--- src/rtl/ram_wb_arb.sv ---
// Two-port round-robin write arbiter driving the ram_wb write port.
// Port A is the CPU write-back stage, port B the debug/program loader.
module ram_wb_arb #(
   parameter int                ADDR_W  = 8,
   parameter int                DATA_W  = 16,
   parameter logic [ADDR_W-1:0] IO_ADDR = 8'h40,
   parameter int                CNT_W   = 16
) (
   input  logic              CLK_WB,
   input  logic              RESET_N,
   input  logic              HOLD,
   input  logic              REQ_A,
   input  logic [ADDR_W-1:0] ADDR_A,
   input  logic [DATA_W-1:0] DATA_A,
   output logic              ACK_A,
   input  logic              REQ_B,
   input  logic [ADDR_W-1:0] ADDR_B,
   input  logic [DATA_W-1:0] DATA_B,
   output logic              ACK_B,
   output logic [ADDR_W-1:0] RAM_ADDR,
   output logic [DATA_W-1:0] RAM_IN,
   output logic              RAM_WEN,
   output logic              BUSY,
   output logic              IO_WR,
   output logic [CNT_W-1:0]  WR_CNT
);

   typedef enum logic {IDLE, WRITE} state_t;

   localparam logic [CNT_W-1:0] CNT_ONE = {{(CNT_W-1){1'b0}}, 1'b1};

   state_t            state;
   logic              last_b;
   logic              grant_b;
   logic [ADDR_W-1:0] win_addr;
   logic [DATA_W-1:0] win_data;

   // On a tie the port that did not win last time gets the grant.
   always_comb begin
      grant_b  = REQ_B && !(REQ_A && last_b);
      win_addr = grant_b ? ADDR_B : ADDR_A;
      win_data = grant_b ? DATA_B : DATA_A;
   end

   always_ff @(posedge CLK_WB or negedge RESET_N) begin
      if (!RESET_N) begin
         state    <= IDLE;
         last_b   <= 1'b1;
         RAM_ADDR <= '0;
         RAM_IN   <= '0;
         RAM_WEN  <= 1'b0;
         ACK_A    <= 1'b0;
         ACK_B    <= 1'b0;
         BUSY     <= 1'b0;
         IO_WR    <= 1'b0;
         WR_CNT   <= '0;
      end else begin
         case (state)
            IDLE: begin
               if (!HOLD && (REQ_A || REQ_B)) begin
                  RAM_ADDR <= win_addr;
                  RAM_IN   <= win_data;
                  RAM_WEN  <= 1'b1;
                  ACK_A    <= !grant_b;
                  ACK_B    <= grant_b;
                  BUSY     <= 1'b1;
                  IO_WR    <= (win_addr == IO_ADDR);
                  last_b   <= grant_b;
                  state    <= WRITE;
               end
            end
            WRITE: begin
               // The write always completes; HOLD and requests are ignored here.
               RAM_WEN <= 1'b0;
               ACK_A   <= 1'b0;
               ACK_B   <= 1'b0;
               BUSY    <= 1'b0;
               IO_WR   <= 1'b0;
               WR_CNT  <= WR_CNT + CNT_ONE;
               state   <= IDLE;
            end
            default: state <= IDLE;
         endcase
      end
   end

endmodule

--- config.mk ---
export PLATFORM = sky130hd
export DESIGN_NAME = ram_wb_arb
export DESIGN_NICKNAME = d
export VERILOG_FILES = /design/src/rtl/ram_wb_arb.sv
export SDC_FILE = /design/constraint.sdc
export NUM_CORES = 1
export LEC_CHECK = 0
export CORE_MARGIN = 10
export CORE_UTILIZATION = 40
export DETAILED_ROUTE_END_ITERATION = 8
export PLACE_DENSITY_LB_ADDON = 0.25
export SLEW_MARGIN = 10
export SYNTH_ARGS = -nofsm -noshare
export SYNTH_HDL_FRONTEND = slang
export SYNTH_SLANG_ARGS = --single-unit
--- constraint.sdc ---
create_clock -name CLK_WB -period 2.3 [get_ports CLK_WB]
set_clock_uncertainty 0.2 [all_clocks]
set_input_delay 0.69 -clock CLK_WB [delete_from_list [all_inputs] [get_ports CLK_WB]]
set_output_delay 0.69 -clock CLK_WB [all_outputs]
set_load 0.03 [all_outputs]
==> impl_metrics.env, run 1 <==
export IMPL_rr_worst_depth=6
export IMPL_antenna_cells=0
export IMPL_worstMarginPinSlew_ps=442
export IMPL_cts_tree="yes"
export IMPL_clock_root_buffer="clkbuf_8"
export IMPL_synthesis_nets=243
export IMPL_regToRegSetupSlack_ps=670
export IMPL_die_area_mm2=0.00858
export IMPL_r2r_start="WR_CNT[0]$_DFFE_PN0P_"
export IMPL_cp_depth=1
export IMPL_port_buffers=97
export IMPL_gp_congestion=0.782
export IMPL_critical_path_cell_chain="clkdlybuf4s50_1"
export IMPL_grt_busiest_layer="met2"
export IMPL_grt_pass1_wl_mm=9.27
export IMPL_syn_avg_cell_area_um2=11.2
export IMPL_start_util_pct=41.3
export IMPL_dr_pass1_iters=4
export IMPL_ctsHoldBuffers=0
export IMPL_cpPeakStageDelay_ps=690
export IMPL_fin_crit_sh_pct=98.5
export IMPL_wirelength_mm=5.75
export IMPL_synthTopCellsByCount="dfrtp_1 (45), nor2_1 (33), a21oi_1 (25), mux2i_1 (24), xnor2_1 (11)"
export IMPL_nets=346
export IMPL_maxCapViolCount=0
export IMPL_critical_path_arrival_ps=1380
export IMPL_final_core_util_pct=65.1
export IMPL_p_per_area_mw_per_mm2=804
export IMPL_row_count=26
export IMPL_crit_family="buffers and inverters"
export IMPL_yosysMostFrequentCell="dfrtp_1"
export IMPL_synth_flop_cell="dfrtp_1"
export IMPL_cts_buffers=5
export IMPL_via_per_inst=4.75
export IMPL_yosys_warnings=0
export IMPL_power_switching_share_pct=34.8
export IMPL_slew_headroom_pct=70.5
export IMPL_dieHeight_um=92.6
export IMPL_antenna_left=0
export IMPL_synth_cells=189
export IMPL_drv_slew=0
export IMPL_critPathMaxFanout=3
export IMPL_cp_slowest_cell="clkdlybuf4s50_1"
export IMPL_clk_path_buf_depth=2
export IMPL_syn2layout_area_growth_pct=57.7
export IMPL_vias=1725
export IMPL_die_w_um=92.6
export IMPL_synth_top_area_cell="dfrtp_1"
export IMPL_drt_iter0_markers=65
export IMPL_coreArea_mm2=0.00511
export IMPL_n_fill_cell=448
export IMPL_clock_sinks=46
export IMPL_hold_path_class="in2async"
export IMPL_path_clk_slew_ps=80
export IMPL_power_frac_comb_pct=38.4
export IMPL_grtUsageMet3_pct=6.86
export IMPL_dp_cells=355
export IMPL_clk_latency_ps=290
export IMPL_clockPowerShare_pct=21.5
export IMPL_netlist_area_mm2=0.00211
export IMPL_post_dp_hpwl_mm=4.67
export IMPL_antenna_found_initial=0
export IMPL_drive_gt1_share_pct=8.19
export IMPL_p_leak_nw=1.56
export IMPL_final_hold_viol_count=0
export IMPL_grt_pass1_vias=1919
export IMPL_grt_use_met1_pct=13.9
export IMPL_p_sw_uw=930
export IMPL_grt_ovfl_total=0
export IMPL_cts_max_level=2
export IMPL_synth_top_area_share_pct=53.4
export IMPL_crit_buf_inv=1
export IMPL_cp_end_kind="output port"
export IMPL_synth_cell_type_count=27
export IMPL_critPathKind="reg2out"
export IMPL_fin_crit_ps=2270
export IMPL_seqPwrFrac_pct=40.1
export IMPL_drcViolationCount=0
export IMPL_io_pins=98
export IMPL_synth_edf_count=0
export IMPL_seq_area_frac_synth_pct=54.6
export IMPL_power_internal_mw=1.74
export IMPL_fin_cells=363
export IMPL_synth_async_reset_ratio_pct=100
export IMPL_r2r_end="WR_CNT[10]$_DFFE_PN0P_"
export IMPL_cp_start_kind="flop"
export IMPL_wl_per_cell_um=15.8
export IMPL_ys_ff_latch=46
export IMPL_required_ps=1410
export IMPL_use_met2_pct=23.6
export IMPL_max_freq_ghz=0.441
export IMPL_status="finished clean"
export IMPL_peakVddDrop_mv=0.427
export IMPL_setup_violations=0
export IMPL_synth_area_top_cells="dfrtp_1 (53%), mux2i_1 (11%), a21oi_1 (5.9%), nor2_1 (5.9%), xnor2_1 (4.6%)"
export IMPL_grt_use_total_pct=13.5
export IMPL_grt_max_degree=39
timing repair:
action                                  4_1_cts  5_1_grt
setup buffers                                 0        0
endpoints found under the setup margin        8        9
gates resized for setup                       8        9
pin swaps                                     0        0
power groups by stage:
stage | sequential [mW] | combinational, mW | clock, mW
after floorplan | 1.37 | 0.260 | 0
after global placement | 1.09 | 1.05 | 0
after detailed placement | 1.09 | 1.07 | 0
after CTS | 1.08 | 1.05 | 0.597
after global routing | 1.09 | 1.11 | 0.643
final | 1.07 | 1.03 | 0.575
per-layer routing:
layer | part of all wire [%] | wire length, um | vias to the layer above
li1 | - | - | 857
met1 | 39 | 2260 | 805
met2 | 50 | 2880 | 56
met3 | 8.9 | 511 | 7
met4 | 1.7 | 96 | 0
met5 | 0 | 0 | -
cells by family (layout without fill, tap and decap cells):
group                      after synthesis  count (layout)  synth area share, %
AOI/OAI and AO/OA                       28              28                 7.24
xor gates and xnor gates                15              15                 6.23
adders and majority gates                1               1                0.593
buffers and inverters                   10             114                 3.44
DFF                                     46              46                 54.6
muxes                                   26              26                 12.5
and+or+nand+nor                         63              63                 15.4
how the worst max path moves through the flow:
stage | from | endpoint | slack [ps]
floorplan | REQ_B | RAM_IN[13]$_DFFE_PN0P_ | 560
global placement | REQ_B | RAM_IN[0]$_DFFE_PN0P_ | 40
detailed placement | REQ_B | RAM_IN[0]$_DFFE_PN0P_ | -10
CTS | WR_CNT[10]$_DFFE_PN0P_ | WR_CNT[10] | 0.6
global route | BUSY$_DFFE_PN0P_ | BUSY | -20
finish | BUSY$_DFFE_PN0P_ | BUSY | 30
flip-flops by register name, indices dropped and copies added (netlist names):
| name | cells |
|---|---|
| WR_CNT | 16 |
| last_b | 1 |
| IO_WR | 1 |
| state | 1 |
| RAM_ADDR | 8 |
| RAM_IN | 16 |
| ACK_B | 1 |
| ACK_A | 1 |
| BUSY | 1 |
placed cells by master (no fill, tap or decap), types with 2 or more instances in the layout:
cell             instances
xor2_1                   4
mux2i_1                 24
nor4_1                   2
dlymetal6s2s_1           9
nand3_1                  5
clkbuf_8                 5
buf_12                   3
nor3_4                   2
nor2_1                  33
mux2_2                   2
nand4_1                  3
clkdlybuf4s50_1         79
nand2_1                 10
dlygate4sd2_1            8
a21oi_1                 25
xnor2_1                 11
nor4b_1                  2
dfrtp_1                 45
clkbuf_1                 2
buf_4                    6
final cells by class:
class	count	area, um^2	area share (%)
Sequential cell	46	1150	34.6
Tap cell	70	87.6	2.63
Multi-Input combinational cell	133	897	27.0
Timing Repair Buffer	106	1080	32.6
Clock buffer	7	76.3	2.29
Clock inverter	1	30.0	0.903
per-stage QoR:
step	hold slack [ps]	setup TNS [ps]	setup WS (ps)	power, mW	cell area, um^2
2_1_floorplan	194	0	562	1.63	2110
3_3_place_gp	267	0	44.3	2.14	3210
3_5_place_dp	265	-13.5	-13.5	2.16	3210
4_1_cts	132	0	0.634	2.72	3300
5_1_grt	139	-29.4	-16.1	2.85	3330
6_report	128	0	34.0	2.67	3330
(Power assumes the default switching activity.)
==> run 2: changes to the inputs <==
CTS_BUF_LIST = sky130_fd_sc_hd__clkbuf_4   (was default)
==> run 2 against run 1 <==
  * Design area shrank 2.7%
  * Critical path depth is the same
  * Worst hold slack lost 72 ps
  * Worst setup slack gained 92 ps
  * Total power shrank 6.1%
  * Register-to-register slack is essentially flat
  * Cell count is the same
  * Global-route usage shrank 0.050 points
  * Non-clock buffer count is the same
==> impl_metrics.env, run 2 (synthesis gave the netlist of run 1 again) <==
export IMPL_status="finished clean"
export IMPL_critical_path_arrival_ps=1280
export IMPL_vias=1738
export IMPL_coreArea_mm2=0.00511
export IMPL_critPathKind="reg2out"
export IMPL_reg_largest_list="RAM_IN x16, WR_CNT x16, RAM_ADDR x8"
export IMPL_drt_iter0_markers=55
export IMPL_clock_sinks=46
export IMPL_clock_root_buffer="clkbuf_4"
export IMPL_critical_path_cell_chain="dlygate4sd2_1"
export IMPL_cp_end_kind="output port"
export IMPL_crit_buf_inv=1
export IMPL_grt_pass1_wl_mm=9.25
export IMPL_final_hold_viol_count=0
export IMPL_antenna_cells=0
export IMPL_port_buffers=97
export IMPL_grt_ovfl_total=0
export IMPL_io_pins=98
export IMPL_drcViolationCount=0
export IMPL_max_freq_ghz=0.460
export IMPL_cts_tree="yes"
export IMPL_worstMarginPinSlew_ps=439
export IMPL_cts_max_level=2
export IMPL_drv_slew=0
export IMPL_cpPeakStageDelay_ps=490
export IMPL_post_cts_buffers=0
export IMPL_ctsHoldBuffers=0
export IMPL_required_ps=1410
export IMPL_cp_slowest_cell="dfrtp_1"
export IMPL_clk_path_buf_depth=2
export IMPL_wirelength_mm=5.64
export IMPL_grt_max_degree=39
export IMPL_path_clk_slew_ps=120
export IMPL_antenna_found_initial=0
export IMPL_dr_pass1_iters=4
export IMPL_crit_start="WR_CNT[2]$_DFFE_PN0P_"
export IMPL_maxCapViolCount=0
export IMPL_gp_congestion=0.782
export IMPL_layout_common_cells="clkdlybuf4s50_1 (51), dfrtp_1 (45), dlygate4sd2_1 (44)"
export IMPL_start_util_pct=41.3
export IMPL_final_common_cell="clkdlybuf4s50_1"
export IMPL_grt_pass1_vias=1911
export IMPL_fin_crit_sh_pct=94.5
export IMPL_nets=346
export IMPL_final_setup_tns_ps=0
export IMPL_die_area_mm2=0.00858
export IMPL_die_w_um=92.6
export IMPL_cp_start_kind="flop"
export IMPL_place_area_mm2=0.00321
export IMPL_post_dp_hpwl_mm=4.67
export IMPL_row_count=26
export IMPL_slew_headroom_pct=70.7
export IMPL_p_per_area_mw_per_mm2=776
export IMPL_wl_per_cell_um=15.5
export IMPL_syn2layout_area_growth_pct=53.5
export IMPL_antenna_left=0
export IMPL_setup_violations=0
export IMPL_critPathMaxFanout=5
export IMPL_hold_path_class="in2async"
export IMPL_grt_use_total_pct=13.5
export IMPL_dieHeight_um=92.6
export IMPL_postLayoutCellArea_mm2=0.00324
export IMPL_via_per_inst=4.79
export IMPL_r2r_start="WR_CNT[0]$_DFFE_PN0P_"
export IMPL_rsz0062_at_grt="no"
export IMPL_fin_crit_ps=2170
export IMPL_crit_family="flip-flops"
export IMPL_cts_buffers=5
export IMPL_n_fill_cell=471
export IMPL_clk_latency_ps=350
export IMPL_drive_gt1_share_pct=8.87
export IMPL_peakVddDrop_mv=0.393
export IMPL_p_leak_nw=1.48
export IMPL_p_total_mw=2.51
run 2: cell count changes in the layout (fill, tap and decap cells not counted):
cell             before  now
dlygate4sd2_1         8   44
clkdlybuf4s50_1      79   51
dlymetal6s2s_1        9    1
clkbuf_4              0    7
clkbuf_8              5    0
clkbuf_1              2    0
run 2: stage by stage:
stage	std cells	setup slack (ps)	utilization [%]	hold WS, ps
floorplan	189	562	-	194
global placement	355	44.3	62.8	267
detailed placement	355	-13.5	62.8	265
CTS	363	1.80	63.4	49.0
global route	363	56.1	63.4	48.5
finish	363	126	63.4	56.1
run 2: where the power goes:
| group | switching [mW] | internal, mW | total [mW] |
|---|---|---|---|
| Sequential | 0.111 | 0.955 | 1.07 |
| Combinational | 0.563 | 0.388 | 0.951 |
| Clock | 0.240 | 0.254 | 0.495 |
run 2: layout make-up:
class / count / area (um^2) / area share, %
sequential: 46 / 1150 / 35.6
timing repair buffer: 106 / 1020 / 31.5
multi-input combinational: 133 / 897 / 27.7
tap: 70 / 87.6 / 2.70
clock buffer: 7 / 52.6 / 1.62
clock inverter: 1 / 30.0 / 0.927
run 2: what timing repair did:
action                                  in CTS  in global routing
pin swaps                                    0                  0
gates resized for setup                     44                  1
endpoints found under the setup margin      44                  1
hold endpoints to repair                     0                  0
run 2: worst paths after layout:
path / to / slack, ps / depth (start not counted)
worst max register to register: WR_CNT[10]$_DFFE_PN0P_ / 670 / 6
worst min-delay path: WR_CNT[7]$_DFFE_PN0P_ / 60 / 1
max in group asynchronous: last_b$_DFFE_PN1P_ / 1280 / 2
worst min register to register: WR_CNT[15]$_DFFE_PN0P_ / 270 / 1
worst max-delay path: WR_CNT[2] / 130 / 1
min in group CLK_WB: WR_CNT[15]$_DFFE_PN0P_ / 270 / 1
run 2: layer usage:
metal | vias up | global-route usage, % | routed length, um
met1 | 813 | 13.8 | 2120
met2 | 57 | 23.5 | 2890
met3 | 7 | 6.86 | 531
met4 | 0 | 4.24 | 96
li1 | 861 | - | -
met5 | - | 0 | 0
